--- src/rtl/pkt_pingpong_write_pkg.sv ---
// Shared definitions for the ping-pong beat writer: beat types, beat width,
// FSM encodings and the default per-packet beat limit.
package pkt_pingpong_write_pkg;

    localparam int BEAT_W        = 134;
    localparam int MAX_BEATS_DEF = 128;
    localparam int BEAT_CNT_W    = 8;

    typedef enum logic [1:0] {
        BT_INV  = 2'b00,
        BT_HEAD = 2'b01,
        BT_TAIL = 2'b10,
        BT_MID  = 2'b11
    } beat_type_e;

    typedef enum logic [1:0] {
        ST_IDLE = 2'd0,
        ST_FWD  = 2'd1,
        ST_DISC = 2'd2
    } state_e;

    function automatic beat_type_e beat_type(input logic [BEAT_W-1:0] beat);
        return beat_type_e'(beat[BEAT_W-1 -: 2]);
    endfunction

endpackage

--- src/rtl/pkt_pingpong_write_sat_counter.sv ---
// Saturating event counter: increments on i_inc and sticks at all-ones.
module ppw_sat_counter
    import pkt_pingpong_write_pkg::*;
#(
    parameter int W = 16
) (
    input  logic         i_clk,
    input  logic         i_rst,
    input  logic         i_inc,
    output logic [W-1:0] ov_cnt
);

    logic [W-1:0] cnt_q;
    logic [W-1:0] cnt_d;

    always_comb begin
        cnt_d = cnt_q;
        if (i_inc && (cnt_q != {W{1'b1}})) begin
            cnt_d = cnt_q + W'(1);
        end
    end

    always_ff @(posedge i_clk or posedge i_rst) begin
        if (i_rst) begin
            cnt_q <= '0;
        end else begin
            cnt_q <= cnt_d;
        end
    end

    assign ov_cnt = cnt_q;

endmodule

--- src/rtl/pkt_pingpong_write.sv ---
// Steers a framed beat stream alternately into two holding registers for the
// downstream PCB writer. Define PPW_TRUNC_EN to enable MAX_BEATS truncation.
module pkt_pingpong_write
    import pkt_pingpong_write_pkg::*;
#(
    parameter int MAX_BEATS = MAX_BEATS_DEF,
    parameter int CNT_W     = 16
) (
    input  logic              i_clk,
    input  logic              i_rst,
    input  logic [BEAT_W-1:0] iv_data,
    input  logic              i_data_wr,
    output logic              o_data_ready,
    output logic [BEAT_W-1:0] ov_data1,
    output logic              o_data1_write_flag,
    input  logic              i_data1_read,
    output logic [BEAT_W-1:0] ov_data2,
    output logic              o_data2_write_flag,
    input  logic              i_data2_read,
    output logic [CNT_W-1:0]  ov_trunc_cnt,
    output logic [CNT_W-1:0]  ov_orphan_cnt,
    output logic [1:0]        ov_dbg_state
);

    if (MAX_BEATS < 2 || MAX_BEATS > 255) begin : g_bad_max_beats
        $error("MAX_BEATS must lie in 2..255");
    end

    state_e            state_q, state_d;
    logic              sel_q, sel_d;
    logic              full1_q, full1_d;
    logic              full2_q, full2_d;
    logic [BEAT_W-1:0] data1_q, data1_d;
    logic [BEAT_W-1:0] data2_q, data2_d;
    logic              wflag1_q, wflag1_d;
    logic              wflag2_q, wflag2_d;
`ifdef PPW_TRUNC_EN
    logic [BEAT_CNT_W-1:0] cnt_q, cnt_d;
    logic                  trunc_inc;
`endif

    logic              target;
    logic              accept;
    beat_type_e        btype;
    logic              wr_en;
    logic              wr_sel;
    logic [BEAT_W-1:0] wr_beat;
    logic              orphan_inc;

    // Every packet starts in reg1, so an idle stage waits on reg1 regardless of r_sel.
    assign target       = (state_q == ST_IDLE) ? 1'b0 : sel_q;
    assign o_data_ready = (state_q == ST_DISC) || (target ? !full2_q : !full1_q);
    assign accept       = i_data_wr && o_data_ready;
    assign btype        = beat_type(iv_data);

    always_comb begin
        state_d    = state_q;
        wr_en      = 1'b0;
        wr_sel     = sel_q;
        wr_beat    = iv_data;
        orphan_inc = 1'b0;
`ifdef PPW_TRUNC_EN
        cnt_d      = cnt_q;
        trunc_inc  = 1'b0;
`endif
        if (accept) begin
            if (btype == BT_INV) begin
                orphan_inc = 1'b1;
            end else begin
                case (state_q)
                    ST_IDLE: begin
                        if (btype == BT_HEAD) begin
                            wr_en   = 1'b1;
                            wr_sel  = 1'b0;
                            state_d = ST_FWD;
`ifdef PPW_TRUNC_EN
                            cnt_d   = BEAT_CNT_W'(1);
`endif
                        end else begin
                            orphan_inc = 1'b1;
                        end
                    end
                    ST_FWD: begin
                        if (btype == BT_HEAD) begin
                            orphan_inc = 1'b1;
                            state_d    = ST_DISC;
                        end else if (btype == BT_TAIL) begin
                            wr_en   = 1'b1;
                            state_d = ST_IDLE;
                        end else begin
                            wr_en = 1'b1;
`ifdef PPW_TRUNC_EN
                            // Last line of the buffer: close the packet with a synthetic tail.
                            if (cnt_q >= BEAT_CNT_W'(MAX_BEATS - 1)) begin
                                wr_beat   = {BT_TAIL, iv_data[BEAT_W-3:0]};
                                trunc_inc = 1'b1;
                                state_d   = ST_DISC;
                            end else begin
                                cnt_d = cnt_q + BEAT_CNT_W'(1);
                            end
`endif
                        end
                    end
                    ST_DISC: begin
                        if (btype == BT_TAIL) begin
                            state_d = ST_IDLE;
                        end
                    end
                    default: state_d = ST_IDLE;
                endcase
            end
        end
    end

    always_comb begin
        sel_d    = wr_en ? !wr_sel : sel_q;
        data1_d  = data1_q;
        data2_d  = data2_q;
        wflag1_d = 1'b0;
        wflag2_d = 1'b0;
        full1_d  = i_data1_read ? 1'b0 : full1_q;
        full2_d  = i_data2_read ? 1'b0 : full2_q;
        if (wr_en && !wr_sel) begin
            data1_d  = wr_beat;
            wflag1_d = 1'b1;
            full1_d  = 1'b1;
        end
        if (wr_en && wr_sel) begin
            data2_d  = wr_beat;
            wflag2_d = 1'b1;
            full2_d  = 1'b1;
        end
    end

    always_ff @(posedge i_clk or posedge i_rst) begin
        if (i_rst) begin
            state_q  <= ST_IDLE;
            sel_q    <= 1'b0;
            full1_q  <= 1'b0;
            full2_q  <= 1'b0;
            data1_q  <= '0;
            data2_q  <= '0;
            wflag1_q <= 1'b0;
            wflag2_q <= 1'b0;
`ifdef PPW_TRUNC_EN
            cnt_q    <= '0;
`endif
        end else begin
            state_q  <= state_d;
            sel_q    <= sel_d;
            full1_q  <= full1_d;
            full2_q  <= full2_d;
            data1_q  <= data1_d;
            data2_q  <= data2_d;
            wflag1_q <= wflag1_d;
            wflag2_q <= wflag2_d;
`ifdef PPW_TRUNC_EN
            cnt_q    <= cnt_d;
`endif
        end
    end

    assign ov_data1           = data1_q;
    assign ov_data2           = data2_q;
    assign o_data1_write_flag = wflag1_q;
    assign o_data2_write_flag = wflag2_q;
    assign ov_dbg_state       = state_q;

    ppw_sat_counter #(.W(CNT_W)) u_orphan_cnt (
        .i_clk  (i_clk),
        .i_rst  (i_rst),
        .i_inc  (orphan_inc),
        .ov_cnt (ov_orphan_cnt)
    );

`ifdef PPW_TRUNC_EN
    ppw_sat_counter #(.W(CNT_W)) u_trunc_cnt (
        .i_clk  (i_clk),
        .i_rst  (i_rst),
        .i_inc  (trunc_inc),
        .ov_cnt (ov_trunc_cnt)
    );
`else
    assign ov_trunc_cnt = '0;
`endif

endmodule

--- config.mk ---
export PLATFORM = sky130hd
export DESIGN_NAME = pkt_pingpong_write
export DESIGN_NICKNAME = d
export VERILOG_FILES = /design/src/rtl/pkt_pingpong_write_pkg.sv /design/src/rtl/pkt_pingpong_write_sat_counter.sv /design/src/rtl/pkt_pingpong_write.sv
export SDC_FILE = /design/constraint.sdc
export NUM_CORES = 1
export LEC_CHECK = 0
export CORE_AREA = 2 2 171 173
export CTS_CLUSTER_SIZE = 30
export DETAILED_ROUTE_END_ITERATION = 10
export DIE_AREA = 0 0 173 175
export PLACE_DENSITY = 0.82
export SYNTH_ARGS = -nofsm -noshare
export SYNTH_HDL_FRONTEND = slang
export SYNTH_SLANG_ARGS = --single-unit
export TNS_END_PERCENT = 20
--- constraint.sdc ---
create_clock -name i_clk -period 25.7 [get_ports i_clk]
set_input_delay 2.57 -clock i_clk [delete_from_list [all_inputs] [get_ports i_clk]]
set_output_delay 2.57 -clock i_clk [all_outputs]
set_load 0.005 [all_outputs]
==> results.py <==
metrics = {
    "run_status": {
        "outcome": "completed",
    },
    "setup_path": {
        "critical_path.startpoint": "iv_data[133]",
        "crit_fanout": 75,
        "reg2reg_depth": 6,
        "rr_endpoint": "ov_data1[5]$_DFFE_PP0P_",
        "ff2ff_setup_slack_ns": 22.35,
        "end_kind": "flip-flop",
        "arrival_ns": 5.78,
        "critPathLaunchType": "primary input",
        "crit_required_ns": 26.14,
        "crit_type": "in -> reg",
        "r2r_start": "ov_dbg_state[0]$_DFFE_PP0P_",
        "crit_end": "ov_data1[5]$_DFFE_PP0P_",
    },
    "timing": {
        "hold_viol_final": 0,
        "min_period_over_period_pct": 20.8,
        "setup_viol_count_final": 0,
        "finClkSkew_ns": 0.0112,
        "setup_tns_ns": 0,
        "max_freq_mhz": 187,
        "finalWorstSetupSlack_ns": 20.36,
        "worst_pin_slew_ns": 1.06,
        "slew_viol_final": 0,
        "relSlewSlack_pct": 29.5,
        "period_needed_ns": 5.34,
        "rsz0062_at_grt": "no",
    },
    "clocking": {
        "postCtsSetupBuffers": 0,
        "path_clk_slew_ns": 0.06,
        "tritoncts": "yes",
        "clockBufferDepth": 3,
        "cts_buffers": 30,
        "root_buffer": "clkbuf_16",
        "h-tree-depth": 1,
        "hold_buffers": 0,
        "worstSkewPairLatency_ns": 0.55,
        "post_cts_resized": 0,
        "clock-sinks": 291,
    },
    "layout": {
        "drive_gt1_share_pct": 28.6,
        "final_common_cell": "clkdlybuf4s50_1",
        "n_antenna_cell": 0,
        "final_cell_mix": "clkdlybuf4s50_1, dfrtp_1, mux2_2, mux2_4, clkbuf_16",
        "syn2layout_area_growth_pct": 44.6,
        "final_cell_area_mm2": 0.0173,
        "stdcell_count": 1540,
        "fin_nets": 1274,
    },
    "grt": {
        "grt_use_total_pct": 19.5,
        "grt_pass1_vias": 7902,
        "globalRouteOverflowTotal": 0,
        "grt_pass1_wl_mm": 47.0,
        "grt_max_degree": 127,
        "grt_antenna_before_repair": 0,
    },
    "logic_synthesis": {
        "syn_area_mm2": 0.0120,
        "postSynthAreaPerCell_um2": 17.1,
        "syn_inst": 701,
        "synth_ff_type": "dfrtp_1",
        "yosysSeqAreaShare_pct": 60.9,
        "synthArstFlopShare_pct": 100,
        "synth_cell_types": 43,
        "ys_warn_count": 0,
        "synth_seq_cells": 291,
        "synth_edf_count": 0,
    },
    "detailed_routing": {
        "viasPerCell": 4.84,
        "totalWireLength_mm": 30.4,
        "drc": 0,
        "first_pass_iters": 4,
        "drt-initial-drc-count": 381,
        "wl_per_cell_um": 19.8,
        "vias": 7459,
        "postRouteAntennaNets": 0,
    },
    "worst_hold_path": {
        "min_from": "ov_data2[133]$_DFFE_PP0P_",
        "hold_path.class": "reg -> reg",
    },
    "floorplan": {
        "rows": 62,
        "die-area_mm2": 0.0303,
        "die_x_um": 173,
        "core_area_mm2": 0.0284,
        "start_util_pct": 42.1,
        "io_pins": 444,
        "die_h_um": 175,
    },
    "placed_design": {
        "dp_hpwl_mm": 21.0,
        "preCtsSetupSlack_ns": 19.75,
        "dp_cells": 1486,
        "routabilityCongestion": 0.844,
        "port_buffers": 427,
        "placedInstanceArea_mm2": 0.0163,
    },
    "job": {
        "maxCapViolCount": 0,
    },
    "power_and_ir_drop": {
        "cellPowerDensity_mw_per_mm2": 123,
        "total_leakage_power_uw": 0.00771,
        "p_total_uw": 2130,
        "vdd_drop_max_uv": 63.8,
    },
}
[how the worst min path moves through the flow]
stage / cells past startpoint / slack, ns / endpoint
floorplan: 1 / 0.46 / ov_data2[133]$_DFFE_PP0P_
global placement: 1 / 0.48 / ov_data2[133]$_DFFE_PP0P_
detailed placement: 1 / 0.46 / ov_data2[133]$_DFFE_PP0P_
CTS: 1 / 0.49 / ov_data2[133]$_DFFE_PP0P_
global route: 1 / 0.51 / ov_data1[71]$_DFFE_PP0P_
finish: 1 / 0.49 / ov_data2[133]$_DFFE_PP0P_
[per-layer routing]
layer  global-route usage (%)  routed length [µm]  part of all wire (%)  vias to the layer above
met5                        0                   0                     0                        -
met4                     5.61                 862                   2.8                        0
met3                     6.09                2390                   7.8                       64
met2                     33.0               15200                    50                      325
met1                     24.0               12000                    40                     3770
li1                         -                   -                     -                     3300
[area by class of cell]
type | instances | area, µm²
sequential | 291 | 7280
inverter | 8 | 50.0
multi-input combinational | 370 | 4160
tap | 384 | 480
timing repair buffer | 433 | 4320
fill | 2130 | 11100
clock inverter | 6 | 57.6
clock buffer | 48 | 930
[Yosys cell counts, types with 4 or more instances]
cell | count | area, µm²
buf_12 | 12 | 240
xor2_1 | 4 | 35.0
nand4_1 | 6 | 37.5
inv_1 | 7 | 26.3
xnor2_1 | 9 | 78.8
o21ai_0 | 7 | 35.0
dfrtp_1 | 291 | 7280
mux2_2 | 141 | 1590
buf_4 | 17 | 128
buf_2 | 6 | 30.0
nand3_1 | 10 | 50.1
nor2_1 | 5 | 18.8
buf_6 | 11 | 124
and3_1 | 5 | 31.3
nand2_1 | 11 | 41.3
mux2_4 | 127 | 1910
[metrics by stage]
step                      util (%)  hold slack, ns
final                         60.9           0.492
after global routing          60.9           0.509
after floorplan                  -           0.459
after detailed placement      57.4           0.462
after global placement        57.4           0.479
after CTS                     60.9           0.492
[worst max-delay path, cell delays in order]
cell,delay [ns]
clkdlybuf4s50_1,0.63
inv_1,0.12
and3_1,0.21
o21ai_4,0.11
buf_4,0.67
buf_4,0.89
mux2_2,0.42
[flip-flops by register name (all words and copies together), names as in the netlist]
register,cells
o_data2_write_flag,1
sel_q,1
o_data1_write_flag,1
u_orphan_cnt.ov_cnt,16
full1_q,1
ov_dbg_state,2
ov_data1,134
ov_data2,134
full2_q,1
[report_power, final]
part | leakage [µW] | internal (µW) | switching (µW) | total [µW]
clock | 0.000486 | 255 | 175 | 431
combinational | 0.00365 | 625 | 254 | 879
sequential | 0.00357 | 680 | 136 | 817
[logic make-up (layout without fill, tap and decap cells)]
| logic type | Yosys count | after routing | share of synthesized area, % |
|---|---|---|---|
| mux | 270 | 270 | 29.4 |
| flops | 291 | 291 | 60.9 |
| fa+ha+maj | 1 | 1 | 0.105 |
| simple gates | 53 | 53 | 2.74 |
| buf+inv | 55 | 495 | 4.85 |
| compound gates | 17 | 17 | 0.984 |
| xor+xnor | 13 | 13 | 0.953 |
| other cells | 1 | 16 | 0.0314 |
Power figures use the tool's default switching activity.
